File: config.mk
export PLATFORM = sky130hd
export DESIGN_NAME = serial_adder
export DESIGN_NICKNAME = d
export VERILOG_FILES = /design/src/rtl/serial_adder_pkg.sv /design/src/rtl/fa_bit.sv /design/src/rtl/serial_adder.sv
export SDC_FILE = /design/constraint.sdc
export NUM_CORES = 1
export LEC_CHECK = 0
export CORE_MARGIN = 5
export CORE_UTILIZATION = 51
export CTS_BUF_LIST = sky130_fd_sc_hd__clkbuf_8 sky130_fd_sc_hd__clkbuf_16
export DETAILED_ROUTE_END_ITERATION = 8
export GPL_TIMING_DRIVEN = 0
export HOLD_SLACK_MARGIN = 0.06
export MAX_ROUTING_LAYER = met4
export PLACE_DENSITY = 0.78
export SETUP_SLACK_MARGIN = 0.2
export SYNTH_ARGS = -nofsm -noshare
export SYNTH_HDL_FRONTEND = slang
export SYNTH_SLANG_ARGS = --single-unit
File: constraint.sdc
create_clock -name clk -period 2 [get_ports clk]
set_clock_uncertainty 0.1 [all_clocks]
set_input_delay 0.6 -clock clk [delete_from_list [all_inputs] [get_ports clk]]
set_output_delay 0.6 -clock clk [all_outputs]
set_load 0.01 [all_outputs]
File: src/rtl/serial_adder_pkg.sv
// Shared definitions for the bit-serial adder: FSM state encoding and default width.
package serial_adder_pkg;

   localparam int unsigned DEFAULT_WIDTH = 8;

   typedef enum logic [1:0] {
      IDLE  = 2'd0,
      SHIFT = 2'd1,
      DONE  = 2'd2
   } state_e;

endpackage

File: src/rtl/fa_bit.sv
// Combinational one-bit full adder; the single arithmetic cell of the serial datapath.
module fa_bit (
   input  logic x,
   input  logic y,
   input  logic ci,
   output logic s,
   output logic co
);

   assign s  = x ^ y ^ ci;
   assign co = (x & y) | (x & ci) | (y & ci);

endmodule

File: src/rtl/serial_adder.sv
// Bit-serial adder: one full-adder cell plus carry flop, LSB-first over WIDTH cycles.
// Define SERIAL_ADDER_SUB_EN to add a 'sub' input selecting (a - b) mod 2^WIDTH.
module serial_adder
   import serial_adder_pkg::*;
#(
   parameter int unsigned WIDTH = DEFAULT_WIDTH
) (
   input  logic             clk,
   input  logic             rst,
   input  logic             start,
`ifdef SERIAL_ADDER_SUB_EN
   input  logic             sub,
`endif
   input  logic [WIDTH-1:0] a,
   input  logic [WIDTH-1:0] b,
   output logic             busy,
   output logic             done,
   output logic [WIDTH-1:0] sum,
   output logic             cout
);

   localparam int unsigned CNT_W = $clog2(WIDTH) + 1;

   state_e             state_q, state_d;
   logic [WIDTH-1:0]   sa_q, sb_q, res_q, sum_q;
   logic [CNT_W-1:0]   cnt_q;
   logic               carry_q, cout_q;
   logic               fa_s, fa_co;
   logic               last_bit;
   logic [WIDTH-1:0]   sb_load;
   logic               carry_load;

   fa_bit u_fa_bit (
      .x  (sa_q[0]),
      .y  (sb_q[0]),
      .ci (carry_q),
      .s  (fa_s),
      .co (fa_co)
   );

   assign last_bit = (cnt_q == CNT_W'(WIDTH - 1));

   // Subtraction is a + ~b + 1: invert B and preset the carry.
   always_comb begin
`ifdef SERIAL_ADDER_SUB_EN
      sb_load    = sub ? ~b : b;
      carry_load = sub;
`else
      sb_load    = b;
      carry_load = 1'b0;
`endif
   end

   always_ff @(posedge clk or posedge rst) begin
      if (rst) begin
         state_q <= IDLE;
      end else begin
         state_q <= state_d;
      end
   end

   always_comb begin
      state_d = state_q;
      case (state_q)
         IDLE:    if (start) state_d = SHIFT;
         SHIFT:   if (last_bit) state_d = DONE;
         DONE:    state_d = IDLE;
         default: state_d = IDLE;
      endcase
   end

   always_comb begin
      busy = (state_q != IDLE);
      done = (state_q == DONE);
   end

   always_ff @(posedge clk or posedge rst) begin
      if (rst) begin
         sa_q    <= '0;
         sb_q    <= '0;
         res_q   <= '0;
         sum_q   <= '0;
         cnt_q   <= '0;
         carry_q <= 1'b0;
         cout_q  <= 1'b0;
      end else begin
         case (state_q)
            IDLE: begin
               if (start) begin
                  sa_q    <= a;
                  sb_q    <= sb_load;
                  carry_q <= carry_load;
                  cnt_q   <= '0;
               end
            end
            SHIFT: begin
               sa_q    <= sa_q >> 1;
               sb_q    <= sb_q >> 1;
               carry_q <= fa_co;
               res_q   <= {fa_s, res_q[WIDTH-1:1]};
               cnt_q   <= cnt_q + CNT_W'(1);
               // Publish only the completed result; partial sums stay internal.
               if (last_bit) begin
                  sum_q  <= {fa_s, res_q[WIDTH-1:1]};
                  cout_q <= fa_co;
               end
            end
            default: ;
         endcase
      end
   end

   assign sum  = sum_q;
   assign cout = cout_q;

endmodule
## Word level (Yosys, flattened, before mapping)

Cells that the tools add are included.

| operators by class | value |
|---|---|
| add/sub/neg operators | 1 |
| eq/ne operators | 5 |
| mux-type cells | 11 |
| bitwise logic cells | 7 |
| reductions and logical operators | 6 |

Operator list:

| operator | count |
|---|---|
| $pmux 8 s2 | 2 |
| $mux 8 | 2 |
| $pmux 4 s2 | 1 |
| $reduce_and 2->1 | 3 |
| $add 4x1->4 const B | 1 |
| $eq 4x3->1 const B | 1 |
| $mux 2 | 2 |
| $mux 4 | 1 |
| $ne 2x2->1 const B | 2 |
| $pmux 2 s2 | 1 |
| $reduce_bool 2->1 | 2 |
| $and 1x1->1 | 3 |
| $eq 2x1->1 const B | 1 |
| $eq 2x2->1 const B | 1 |
| $logic_not 2->1 | 1 |
| $or 1x1->1 | 2 |
| $pmux 1 s2 | 1 |
| $xor 1x1->1 | 2 |
| $mux 1 | 1 |

| storage, ports and cells | value |
|---|---|
| register bits | 40 |
| bits of input ports | 19 |
| output and inout bits | 11 |
| logic and storage cells | 38 |

## Longest topological paths before layout

Gate-level depths: netlist of the first run.

| depth | value |
|---|---|
| word-level depth | 4 |
| mapped depth | 5 |
| mapped depth without buffers | 4 |

## Cells and area by module

A second synthesis of the first run with hierarchy kept.

| second synthesis, totals | value |
|---|---|
| cells, all modules | 142 |
| area, all modules | 1,679.1 um^2 |

Modules (own cells, without submodules):

| module | times used | cells an instance | area each (um^2) | sequential area each (um^2) |
|---|---|---|---|---|
| serial_adder | 1 | 141 | 1,659.1 | 975.9 |
| fa_bit | 1 | 1 | 20.0 | 0.0 |

## Worst setup path after synthesis of the first run

OpenSTA, ideal clock, no wires.

| path | value |
|---|---|
| kind | register to output |
| start point | register state_q[0] |
| end point | output busy |
| arrival time | 0.981 ns |
| required time | 1.300 ns |
| path slack | 0.319 ns |
| stages on the path, launching flop included | 4 |
| path buffers | 2 |
| cell sequence | dfrtp_1 buf_6 clkbuf_1 or2_2 |

| on the way | value |
|---|---|
| longest elaborated chain between the ends | 1 |

Ends and longest elaborated chain:

| element | line | text |
|---|---|---|
| from (decl) | serial_adder.sv:24 | `state_e state_q, state_d;` |
| from (signal assigned) | serial_adder.sv:58 | `state_q <= state_d;` |
| $reduce_bool 2->1 | serial_adder.sv:73 | `busy = (state_q != IDLE);` |
| to (decl) | serial_adder.sv:16 | `output logic busy,` |

Every way passes these cells.

## Worst setup path after layout of the first run

Same ends and word-level chain as after synthesis.

==> qor_table.md, run 1 <==
| Step | Parameter | Reported |
| --- | --- | --- |
| timing | Transition at the pin with the smallest max-transition slack | 0.785 ns |
| route | Remaining design rule violation count | 0 |
| layout | Diode insertion count for antenna repair | 0 |
| global routing | Global-route usage over all layers | 18.3% |
| place | Number of buffers added on ports | 28 |
| timing | Maximum operating frequency | 511 MHz |
| route | Routed vias | 1213 |
| layout | Area grow syn2layout | 28.0% |
| hold path | Worst hold path depth | 2 |
| clocking | Number of H-tree levels | 2 |
| synthesis | Post-synthesis xor/xnor area fraction | 0% |
| global routing | Sum of overflow across all layers after global routing | 0 |
| route | Routed Wire Length | 3470 µm |
| route | Vias/cell | 5.32 |
| hold path | Worst Hold Path EP | sa_q[1]$_DFFE_PP0P_ |
| synthesis | Async SR Flop Fraction | 100% |
| place | Final weighted congestion in routability-driven placement | 0.794 |
| route | Top Layer Used | met4 |
| die | Die outline area | 4570 µm² |
| synthesis | Main combinational cell family by area after synthesis | compound AO/OA/AOI/OAI gates |
| synthesis | Most used flip-flop cell after synthesis | sky130_fd_sc_hd__dfrtp_1 |
| route | First-pass DRT Iterations | 5 |
| synthesis | Leading cell types by total area after synthesis | sky130_fd_sc_hd__dfrtp_1 58%, sky130_fd_sc_hd__mux2_2 11%, sky130_fd_sc_hd__a22oi_1 4.9% |
| clocking | TritonCTS clock tree | done |
| clocking | Reg clk slew, reported paths | 0.08 ns |
| synthesis | Most common cell in the synthesized netlist | sky130_fd_sc_hd__dfrtp_1 |
| critical path | Worst EP arrival | 1.26 ns |
| die | Core Region | 3280 µm² |
| job | Max Cap Viol | 0 |
| hold path | Hold Path Class | flip-flop to flip-flop |
| layout | Layout cell share with drive strength beyond 1 | 22.5% |
| timing | Number of hold-slack violations in the final timing report | 0 |
| critical path | Kind of capture point of the worst setup path | output pin |
| global routing | Initial antenna violation count | 0 |
| route | Count of nets left with antenna violations after detail routing | 0 |
| synthesis | Library cell with the largest summed area after synthesis | sky130_fd_sc_hd__dfrtp_1 |
| synthesis | Register area share after synthesis | 57.6% |
| route | Met2 Wirelength | 1690 µm |
| critical path | Reg-to-reg critical path endpoint | sum[3]$_DFFE_PP0P_ |
| synthesis | Netlist cell types | 25 |
| layout | Area taken by multi-input logic gates | 667 µm² |
| route | Final routed wire length divided by cell count | 15.2 µm |
| clocking | TritonCTS Sinks | 39 |
| power and ir drop | Power Dens Cells | 1340 nW/µm² |
| layout | Final net count | 202 |
| timing | Post-Route Hold Slack | 0.384 ns |
| synthesis | Cells after synthesis | 143 |
| synthesis | Multiplexer fraction of the synthesized cell area | 11.3% |
| global routing | Number of global-route vias before repair | 1328 |
| power and ir drop | Leakage power | 0.996 nW |
| synthesis | Commonest cells in the synthesized netlist | 39 x sky130_fd_sc_hd__dfrtp_1, 17 x sky130_fd_sc_hd__mux2_2, 16 x sky130_fd_sc_hd__nand2_1, 15 x sky130_fd_sc_hd__o21ai_0, 11 x sky130_fd_sc_hd__a22oi_1 |
| timing | Unrepaired setup endpoints after global routing | yes |
| clocking | Buffer depth of the longest clock path | 2 |
| synthesis | Post-synthesis sequential element count | 39 |
| critical path | Internal reg-to-reg setup slack | 0.27 ns |
| critical path | Startpoint of the most critical register-to-register path | state_q[0]$_DFFE_PP0P_ |
| timing | Slew headroom | 47.6% |
| synthesis | Number of enable flip-flop cells after synthesis | 0 |
| timing | Minimum period implied by the final worst setup slack | 1.96 ns |
| critical path | CP required | 1.30 ns |
| timing | Total setup violations reported at the end of the flow | 0 |
| hold path | Origin of the worst min-delay path | sa_q[1]$_DFFE_PP0P_ |
| route | DRC marker count from the first detailed-route iteration | 116 |
| synthesis | Count of warnings emitted by yosys | 0 |
| die | Die Span Y | 67.6 µm |
| layout | Utilization after layout | 66.0% |
| global routing | Global-route wire length before repair | 5980 µm |
| route | Detailed-route wire length on metal 1 | 1540 µm |
| synthesis | Synthesized-area fraction occupied by adder cells | 1.92% |
| die | Placement Rows | 21 |
| route | Met3 routed WL | 190 µm |
| synthesis | Compound-cell area share of the yosys netlist | 15.1% |
| synthesis | Mean Syn Cell Area | 11.8 µm² |
| power and ir drop | Largest voltage drop on the vdd net | 0.806 mV |
| clocking | Cell at the root of the clock tree | sky130_fd_sc_hd__clkbuf_8 |
| place | Final HPWL from detailed placement | 2310 µm |
| synthesis | Post-synth design cell area | 1690 µm² |
| layout | Area of all sequential standard cells | 976 µm² |
| critical path | Cell depth of the worst flop-to-flop path | 6 |
| synthesis | Area share of the largest cell type after synthesis | 57.6% |
| synthesis | Net count after synthesis | 164 |
| timing | Pins over their slew limit | 0 |
| die | Width of the die | 67.6 µm |
| critical path | Launching element type of the critical path | flip-flop |
| critical path | Setup CP Type | flip-flop to output pin |
| clocking | Insertion delay of the later-clocked pin in the worst-skew pair | 0.29 ns |
| critical path | Critical path fanouts, max | 4 |
| synthesis | Simple logic cell fraction of the synthesized area | 10.1% |
| die | Ports | 30 |
| layout | Final-layout fill cell count | 269 |
| die | Initial core utilization | 51.6% |
| run status | Outcome | complete, no violations |
| clocking | Number of buffers inserted during clock tree synthesis | 5 |
| global routing | Maximum number of pins on one net before global-route repair | 40 |
| timing | Post-route clock period utilization | 97.9% |
-- how the worst max path moves through the flow --
stage	startpoint	end	slack, ns	cells after the start
global placement	rst	sa_q[4]$_DFFE_PP0P_	-0.34	2
CTS	state_q[0]$_DFFE_PP0P_	busy	0.04	4
floorplan	state_q[0]$_DFFE_PP0P_	busy	0.32	3
global route	state_q[0]$_DFFE_PP0P_	busy	-0.01	4
detailed placement	state_q[0]$_DFFE_PP0P_	busy	-0.24	4
finish	state_q[0]$_DFFE_PP0P_	busy	0.04	4
-- power by group --
part           switching, mW  internal, mW
clock network          0.263         0.238
registers              0.215          1.11
logic                  0.477         0.597
-- critical path: stages, from the launching register on --
cell and delay (ns):
sky130_fd_sc_hd__dfrtp_1 0.38, sky130_fd_sc_hd__buf_6 0.12, sky130_fd_sc_hd__clkbuf_16 0.13, sky130_fd_sc_hd__or2_4 0.22
sky130_fd_sc_hd__buf_6 0.12
-- registers in the layout (all words and copies together), names as in the netlist --
signal / flops
sa_q: 8
carry_q: 1
res_q: 7
state_q: 2
cout: 1
sum: 8
sb_q: 8
cnt_q: 4
-- per-layer routing --
metal | global-route usage, % | up-vias
li1 | - | 583
met4 | 5.82 | 0
met5 | - | -
met1 | 21.5 | 589
met2 | 30.0 | 34
met3 | 5.49 | 7
-- area by class of cell --
cell class,count,area share [%]
Clock inverter,3,0.750
Multi-Input combinational cell,92,30.8
Buffer,10,4.04
Tap cell,46,2.65
Sequential cell,39,45.0
Inverter,2,0.346
Clock buffer,5,3.17
Timing Repair Buffer,31,13.3
-- stage by stage --
step	std cells	total power, mW	setup slack [ns]	area (µm²)	TNS, ns
2_1_floorplan	143	1.98	0.319	1690	0
3_5_place_dp	217	2.40	-0.236	2030	-0.339
3_3_place_gp	217	2.34	-0.344	2030	-13.67
5_1_grt	228	3.13	-0.0109	2170	-0.0109
4_1_cts	228	2.91	0.0357	2150	0
6_report	228	2.90	0.0425	2170	0
-- kinds of logic after synthesis --
family                   Yosys count
AO/OA/AOI/OAI                     40
adder cells (fa/ha/maj)            2
buffers and inverters             12
flip-flops                        39
multiplexers                      17
AND/OR/NAND/NOR                   33
-- cell usage in the layout (no fill, tap or decap) --
cell type / n
sky130_fd_sc_hd__dfrtp_1: 39
sky130_fd_sc_hd__mux2_2: 17
sky130_fd_sc_hd__clkdlybuf4s50_1: 17
sky130_fd_sc_hd__nand2_1: 16
sky130_fd_sc_hd__o21ai_0: 15
sky130_fd_sc_hd__a22oi_1: 11
sky130_fd_sc_hd__dlygate4sd2_1: 9
sky130_fd_sc_hd__a21oi_1: 7
sky130_fd_sc_hd__nor2_1: 6
sky130_fd_sc_hd__clkbuf_8: 5
sky130_fd_sc_hd__buf_6: 4
sky130_fd_sc_hd__nor2b_1: 4
sky130_fd_sc_hd__buf_4: 4
sky130_fd_sc_hd__buf_2: 3
sky130_fd_sc_hd__clkbuf_1: 3
sky130_fd_sc_hd__a22o_1: 3
sky130_fd_sc_hd__and3b_1: 3
sky130_fd_sc_hd__inv_1: 2
sky130_fd_sc_hd__nor2b_4: 1
sky130_fd_sc_hd__o21bai_4: 1
sky130_fd_sc_hd__nor3b_4: 1
sky130_fd_sc_hd__clkbuf_16: 1
sky130_fd_sc_hd__nand3_1: 1
sky130_fd_sc_hd__a41oi_1: 1
sky130_fd_sc_hd__a31oi_1: 1
sky130_fd_sc_hd__a32o_1: 1
sky130_fd_sc_hd__or2_4: 1
sky130_fd_sc_hd__inv_2: 1
sky130_fd_sc_hd__fa_1: 1
sky130_fd_sc_hd__ha_1: 1
sky130_fd_sc_hd__clkinv_2: 1
sky130_fd_sc_hd__clkinvlp_4: 1
-- timing repair --
action	CTS	global route
endpoints found under the setup margin	11	6
pin swaps	2	0
setup buffers	3	0
resized for setup	24	3
hold buffers	0	0
Power figures use the tool's default switching activity.
==> run 2, diff against run 1 <==
--- a/config.mk
+++ b/config.mk
@@ -5,6 +5,7 @@
 export SDC_FILE = /design/constraint.sdc
 export NUM_CORES = 1
 export LEC_CHECK = 0
+export ABC_AREA = 0
 export CORE_MARGIN = 5
 export CORE_UTILIZATION = 51
 export CTS_BUF_LIST = sky130_fd_sc_hd__clkbuf_8 sky130_fd_sc_hd__clkbuf_16
==> results of run 2 <==
No change in the layout: final DEF, timing and power equal those of run 1.
==> run 3, diff against run 2 <==
--- a/config.mk
+++ b/config.mk
@@ -9,11 +9,12 @@
 export CORE_MARGIN = 5
 export CORE_UTILIZATION = 51
 export CTS_BUF_LIST = sky130_fd_sc_hd__clkbuf_8 sky130_fd_sc_hd__clkbuf_16
+export CTS_CLUSTER_SIZE = 20
 export DETAILED_ROUTE_END_ITERATION = 8
 export GPL_TIMING_DRIVEN = 0
 export HOLD_SLACK_MARGIN = 0.06
 export MAX_ROUTING_LAYER = met4
-export PLACE_DENSITY = 0.78
+export PLACE_DENSITY_LB_ADDON = 0.3
 export SETUP_SLACK_MARGIN = 0.2
 export SYNTH_ARGS = -nofsm -noshare
 export SYNTH_HDL_FRONTEND = slang
==> run 3 against run 2 <==
Critical path depth stayed put; sequential cell count did not move; register-to-register slack hardly changed; global-route usage down 1.8 points; power grew 7.6%; sequential share of layout area is 0.77 points lower; worst setup slack better by 0.0076 ns; combinational power about the same; die area did not move; routed wire length is 5.6% lower; non-clock buffer count increased by 1; fmax up 0.39%; largest power group unchanged; highest routed layer unchanged.
==> qor_table.md, run 3 (synthesis gave the netlist of run 1 again) <==
| Step | Parameter | Reported | Change |
| --- | --- | --- | --- |
| die | Ports | 30 | unchanged |
| power and ir drop | Power Dens Cells | 1410 nW/µm² | was 1340 nW/µm² |
| job | Max Cap Viol | 0 | unchanged |
| die | Placement Rows | 21 | unchanged |
| global routing | Maximum number of pins on one net before global-route repair | 40 | unchanged |
| layout | Utilization after layout | 67.2% | was 66.0% |
| route | Routed vias | 1222 | was 1213 |
| run status | Outcome | complete, no violations | unchanged |
| die | Die Span Y | 67.6 µm | unchanged |
| layout | Area grow syn2layout | 30.2% | was 28.0% |
| clocking | Insertion delay of the later-clocked pin in the worst-skew pair | 0.28 ns | was 0.29 ns |
| timing | Minimum period implied by the final worst setup slack | 1.95 ns | was 1.96 ns |
| route | Count of nets left with antenna violations after detail routing | 0 | unchanged |
| place | Number of buffers added on ports | 28 | unchanged |
| critical path | Kind of capture point of the worst setup path | output pin | unchanged |
| timing | Post-Route Hold Slack | 0.389 ns | was 0.384 ns |
| clocking | Buffer depth of the longest clock path | 2 | unchanged |
| timing | Number of hold-slack violations in the final timing report | 0 | unchanged |
| critical path | Worst EP arrival | 1.25 ns | was 1.26 ns |
| route | Vias/cell | 5.34 | was 5.32 |
| layout | Layout cell share with drive strength beyond 1 | 23.0% | was 22.5% |
| layout | Summed area of non-filler cells in the final layout | 2210 µm² | was 2170 µm² |
| die | Initial core utilization | 51.6% | unchanged |
| timing | Pins over their slew limit | 0 | unchanged |
| place | Final HPWL from detailed placement | 2210 µm | was 2310 µm |
| critical path | CP cell instances | buf_6 -> clkbuf_16 -> or2_4 -> buf_6 | unchanged |
| route | Remaining design rule violation count | 0 | unchanged |
| route | DRC marker count from the first detailed-route iteration | 85 | was 116 |
| route | First-pass DRT Iterations | 4 | was 5 |
| critical path | Critical path fanouts, max | 4 | unchanged |
| critical path | Critical path buffers and inverters | 3 | unchanged |
| critical path | Dominant delay contributor by cell family on the critical path | flip-flops | unchanged |
| hold path | Hold Path Class | flip-flop to flip-flop | unchanged |
| clocking | Number of H-tree levels | 2 | unchanged |
| place | Final weighted congestion in routability-driven placement | 0.832 | was 0.794 |
| timing | Summed negative setup slack over all endpoints | 0 ns | unchanged |
| layout | Final net count | 203 | was 202 |
| clocking | Cell at the root of the clock tree | sky130_fd_sc_hd__clkbuf_8 | unchanged |
| global routing | Initial antenna violation count | 0 | unchanged |
| route | Routed Wire Length | 3280 µm | was 3470 µm |
| power and ir drop | Leakage power | 1.02 nW | was 0.996 nW |
| timing | Post-route clock period utilization | 97.5% | was 97.9% |
| clocking | Number of hold buffers added after CTS | 0 | unchanged |
| timing | Transition at the pin with the smallest max-transition slack | 0.794 ns | was 0.785 ns |
| clocking | TritonCTS clock tree | done | unchanged |
| global routing | Number of global-route vias before repair | 1256 | was 1328 |
| critical path | CP required | 1.30 ns | about the same |
| global routing | Global-route usage over all layers | 16.5% | was 18.3% |
| timing | Maximum operating frequency | 513 MHz | was 511 MHz |
| critical path | Critical path's largest stage delay | 0.37 ns | was 0.38 ns |
| layout | Diode insertion count for antenna repair | 0 | unchanged |
| clocking | Number of buffers inserted during clock tree synthesis | 5 | unchanged |
| die | Core Region | 3280 µm² | unchanged |
| die | Width of the die | 67.6 µm | unchanged |
| clocking | TritonCTS Sinks | 39 | unchanged |
| critical path | Slowest cell on the critical path | sky130_fd_sc_hd__dfrtp_1 | unchanged |
| layout | Most common cell after layout, fill and taps aside | sky130_fd_sc_hd__dfrtp_1 | unchanged |
| die | Die outline area | 4570 µm² | unchanged |
| timing | Total setup violations reported at the end of the flow | 0 | unchanged |
| global routing | Sum of overflow across all layers after global routing | 0 | unchanged |
| critical path | Launching element type of the critical path | flip-flop | unchanged |
| timing | Slew headroom | 47.0% | was 47.6% |
| clocking | Reg clk slew, reported paths | 0.07 ns | was 0.08 ns |
| route | Final routed wire length divided by cell count | 14.3 µm | was 15.2 µm |
| global routing | Global-route wire length before repair | 5530 µm | was 5980 µm |
| power and ir drop | Largest voltage drop on the vdd net | 0.801 mV | was 0.806 mV |
| place | Post-DP Area | 2030 µm² | unchanged |
| power and ir drop | Overall power consumption | 3.12 mW | was 2.90 mW |
| critical path | Setup CP Type | flip-flop to output pin | unchanged |
| layout | Highest-count cells in the layout ignoring fill and taps | 39 x sky130_fd_sc_hd__dfrtp_1, 17 x sky130_fd_sc_hd__mux2_2, 17 x sky130_fd_sc_hd__clkdlybuf4s50_1 | unchanged |
| critical path | Most frequent cell on the critical path | sky130_fd_sc_hd__buf_6 | unchanged |
| timing | Unrepaired setup endpoints after global routing | yes | unchanged |
[run 3: changes by cell type in the layout (fill, tap and decap cells not counted)]
cell	before	now
sky130_fd_sc_hd__buf_4	4	6
sky130_fd_sc_hd__bufinv_16	0	2
sky130_fd_sc_hd__buf_6	4	3
sky130_fd_sc_hd__clkinv_2	1	0
sky130_fd_sc_hd__clkinvlp_4	1	0
sky130_fd_sc_hd__nor3b_2	0	1
sky130_fd_sc_hd__nor3b_4	1	0
sky130_fd_sc_hd__o21bai_2	0	1
sky130_fd_sc_hd__o21bai_4	1	0
[run 3: path summary, 6_finish.rpt]
kind	slack (ns)	endpoint	startpoint	cells after the start
setup / recovery	0.05	busy	state_q[0]$_DFFE_PP0P_	4
max in group asynchronous	0.61	cnt_q[1]$_DFFE_PP0P_	rst	2
hold / removal	0.39	sa_q[1]$_DFFE_PP0P_	sa_q[1]$_DFFE_PP0P_	2
min in group asynchronous	0.69	sum[4]$_DFFE_PP0P_	rst	2
setup reg to reg	0.28	sum[1]$_DFFE_PP0P_	state_q[0]$_DFFE_PP0P_	6
hold reg to reg	0.39	sa_q[1]$_DFFE_PP0P_	sa_q[1]$_DFFE_PP0P_	2
[run 3: worst reg2reg max path: cells and delay by family (launching register included)]
family | cells | cell delay, ns
buf+inv | 3 | 0.41
simple gates | 2 | 0.40
flops | 1 | 0.34
mux | 1 | 0.34
[run 3: routing by layer]
metal	vias up	routed length, µm	global-route usage [%]
met2	38	1590	26.6
li1	581	-	-
met1	597	1440	20.3
met5	-	0	-
met3	6	203	4.66
met4	0	37	4.56
[run 3: what timing repair did]
| action | 4_1_cts | 5_1_grt |
|---|---|---|
| setup endpoints to repair | 11 | 2 |
| endpoints found under the hold margin | 0 | 0 |
| pin swaps | 2 | 0 |
| buffers inserted | 4 | 0 |
| resized for setup | 24 | 0 |
[run 3: cell type report]
cell class              count  area (µm²)
fillers                   275        1080
flip-flops and latches     39         976
multi-input cells          92         653
repair buffers             32         295
plain buffers              10        83.8
clock buffers               5        68.8
clock inverters             3        63.8
well taps                  46        57.6
inverters                   2        7.51
[run 3: power breakdown]
group	internal, mW	switching (mW)	leakage, nW
registers	1.11	0.204	0.503
clock network	0.493	0.257	0.0695
logic	0.589	0.467	0.450
[run 3: metrics by stage]
step | setup WS, ns | std cells
4_1_cts | 0.0459 | 229
5_1_grt | 0.0143 | 229
3_3_place_gp | -0.358 | 217
3_5_place_dp | -0.228 | 217
2_1_floorplan | 0.319 | 143
6_report | 0.0501 | 229
